--- src/rtl/counter_stream_checker_sat_counter.sv ---
// Saturating up-counter with synchronous clear; holds at all-ones.
module sat_counter #(
  parameter int WIDTH = 16
) (
  input  logic             clk,
  input  logic             rst_n,
  input  logic             inc,
  input  logic             clr,
  output logic [WIDTH-1:0] q
);

  localparam logic [WIDTH-1:0] ONE = 1;

  always_ff @(posedge clk or negedge rst_n) begin
    if (!rst_n) begin
      q <= '0;
    end else if (clr) begin
      q <= '0;
    end else if (inc && (q != '1)) begin
      q <= q + ONE;
    end
  end

endmodule

--- config.mk ---
export PLATFORM = sky130hd
export DESIGN_NAME = sat_counter
export DESIGN_NICKNAME = d
export VERILOG_FILES = /design/src/rtl/counter_stream_checker_sat_counter.sv
export SDC_FILE = /design/constraint.sdc
export NUM_CORES = 1
export LEC_CHECK = 0
export CAP_MARGIN = 30
export CORE_MARGIN = 2
export CORE_UTILIZATION = 53
export DETAILED_ROUTE_END_ITERATION = 6
export PLACE_DENSITY = 0.81
export SYNTH_ARGS = -nofsm -noshare
export SYNTH_HDL_FRONTEND = slang
export SYNTH_SLANG_ARGS = --single-unit
--- constraint.sdc ---
create_clock -name clk -period 5.75 [get_ports clk]
set_clock_uncertainty 0.15 [all_clocks]
set_input_delay 1.4375 -clock clk [delete_from_list [all_inputs] [get_ports clk]]
set_output_delay 1.4375 -clock clk [all_outputs]
set_load 0.03 [all_outputs]
==> impl_metrics.json <==
{
  "drt_pass1_iterations": 4,
  "largest_reg_flops": 16,
  "power.total_uw": 209,
  "cp_max_fo": 8,
  "initial_utilization_pct": 55.2,
  "whs_path_depth": 2,
  "cts_tree": "yes",
  "layout_setup_ws_ps": 2640,
  "crit_path_top_delay_cell": "clkdlybuf4s50_1",
  "hold_viol": 0,
  "grt_pass1_vias": 729,
  "cp.depth": 1,
  "cts_max_path_buffers": 2,
  "vdd_ir_drop_max_mv": 0.158,
  "cp-start-kind": "flop",
  "std_cell_rows": 15,
  "place_inst": 137,
  "die_h_um": 46.2,
  "grt-ovfl-total": 0,
  "status": "completed",
  "fin_tns_setup_ps": 0,
  "hold_end": "q[14]",
  "finalSetupViolations": 0,
  "fmax_ghz": 0.322,
  "ys_ff_latch": 16,
  "antenna_found_initial": 0,
  "layout.nets": 122,
  "cts.sinks": 16,
  "rsz0062_at_grt": "no",
  "routedWlPerCell_um": 15.3,
  "synth_top_area_share_pct": 42.5,
  "ant_nets": 0,
  "finalCriticalPeriod_ps": 3110,
  "max_slew.worst_pin.slew_ps": 838,
  "seq_area_frac_synth_pct": 42.5,
  "reg2reg_from": "q[0]",
  "clk_latency_ps": 300,
  "grt_usage_pct": 22.1,
  "ys_warn_count": 0,
  "cts-resized-gates": 0,
  "reg_top3": "q: 16 flops",
  "ys_top_cells_by_area": "dfrtp_1, a21oi_1, o31ai_1",
  "drc_errors": 0,
  "power.density_mw_per_mm2": 178,
  "crit_path_end_kind": "primary output",
  "syn_area_um2": 942,
  "area_delta_synth_final_pct": 24.6,
  "critPathTopFamily": "buffers and inverters",
  "cts-htree-levels": 1,
  "swShare_pct": 24.7,
  "layout-drive-gt1-share_pct": 11.2,
  "cts_buffers": 3,
  "p_comb_share_pct": 7.7,
  "fill_cells": 131,
  "p_leak_uw": 0.000459,
  "io-pin-count": 20,
  "portBuffers": 19,
  "wl_um": 2150,
  "grt_pass1_wl_um": 3260,
  "cellInternalPower_uw": 158,
  "worstPathCellList": "clkdlybuf4s50_1",
  "clockRootBuffer": "clkbuf_4",
  "clk_pin_slew_worst_paths_ps": 100,
  "reg2reg_to": "q[15]",
  "gp_congestion": 0.788,
  "syn_inst": 98,
  "maxCapViolations": 0,
  "regMostFlops": "q",
  "required_ps": 4160,
  "min_from": "q[14]",
  "max_stage_delay_ps": 730,
  "postCtsHoldBufs": 0,
  "slew_headroom_pct": 43.7,
  "synth.avg_cell_area_um2": 9.61,
  "clockPowerShare_pct": 37.4,
  "diodes": 0,
  "post_drt_via_cell_ratio": 6.13,
  "min_path_type": "flop to flop",
  "core-area_mm2": 0.00171,
  "dieArea_mm2": 0.00213,
  "p_seq_share_pct": 54.9,
  "final_cells": 141,
  "final_cell_mix": "clkdlybuf4s50_1, dfrtp_1, a21oi_1",
  "chipWidth_um": 46.2,
  "fin_util_pct": 68.7,
  "postCtsSetupRepairBufs": 0,
  "fin_crit_sh_pct": 54.1,
  "power_switching_uw": 51.6,
  "hpwl_um": 1470,
  "final_common_cell": "clkdlybuf4s50_1",
  "synth.largest_area_cell": "dfrtp_1",
  "dp_slack_ps": 2430,
  "reg2regPathDepth": 5,
  "grt_max_degree": 23,
  "synth.distinct_cells": 28,
  "path_class": "flop to primary output",
  "drv_slew": 0,
  "worst-path-buf-inv": 1,
  "reg2reg_setup_slack_ps": 3380,
  "drt-initial-drc-count": 22,
  "via_count": 865,
  "arrival_ps": 1520,
  "synth_fp_nets": 103
}
==> metal layers <==
| layer | track usage [%] | wire [um] | part of all wire [%] | vias to the layer above |
|---|---|---|---|---|
| met2 | 33.6 | 1040 | 48 | 34 |
| met3 | 5.10 | 150 | 7.0 | 5 |
| met1 | 28.7 | 923 | 43 | 410 |
| met4 | 12.6 | 44 | 2.0 | 0 |
| li1 | - | - | - | 416 |
| met5 | 0 | 0 | 0 | - |
==> Yosys cell counts <==
cell and n:
mux2_1 4, nand4_2 1, nand3b_1 1, a211oi_2 1, nand3_1 3, o31ai_1 7
or3_2 1, nor3_1 1, a21oi_1 11, inv_1 3, nand2_1 6, ha_1 1
nor2_1 4, dfrtp_1 16, clkbuf_1 4, nor2b_1 4, or4_2 2, or4_1 5
buf_6 1, and4_2 2, o21ai_0 1, or3_1 2, and3_1 2, nor4_4 1
nor4_1 4, o211ai_2 1, nand4_1 6, o21ai_1 3
==> final cells by class <==
cell class              instances  area, um^2  area share (%)
repair buffers                 19         190            16.2
inverters                       3        11.3           0.959
well taps                      25        31.3            2.67
flip-flops and latches         16         400            34.1
multi-input cells              74         504            43.0
clock buffers                   4        36.3            3.09
==> power by group through the flow <==
stage	clock network (uW)	registers [uW]	logic, uW
after floorplan	0	119	6.35
after global placement	0	117	15.8
after detailed placement	0	117	16.0
after CTS	78.2	115	16.2
after global routing	82.1	115	17.8
final	78.2	115	16.0
==> stage by stage <==
step	area, um^2	hold WS [ps]
finish	1170	447
global route	1170	483
floorplan	942	554
detailed placement	1140	435
global placement	1140	433
CTS	1170	448
==> how the worst max path moves through the flow <==
| stage | endpoint | from |
|---|---|---|
| final | q[7] | q[7] |
| after global routing | q[7] | q[7] |
| after CTS | q[7] | q[7] |
| after detailed placement | q[3] | inc |
| after global placement | q[3] | inc |
| after floorplan | q[3] | inc |
==> logic make-up after synthesis <==
group,Yosys count,synth area share [%]
compound gates,24,16.2
fa+ha+maj,1,1.33
buf+inv,8,3.98
flops,16,42.5
mux,4,4.78
simple gates,45,31.2
==> worst register-to-register path: stages (launching register included) <==
cell and delay (ps):
dfrtp_1 430, ha_1 250, nand4_2 140, nor4_4 790, nor4_1 170, mux2_1 340
(Power assumes the default switching activity.)
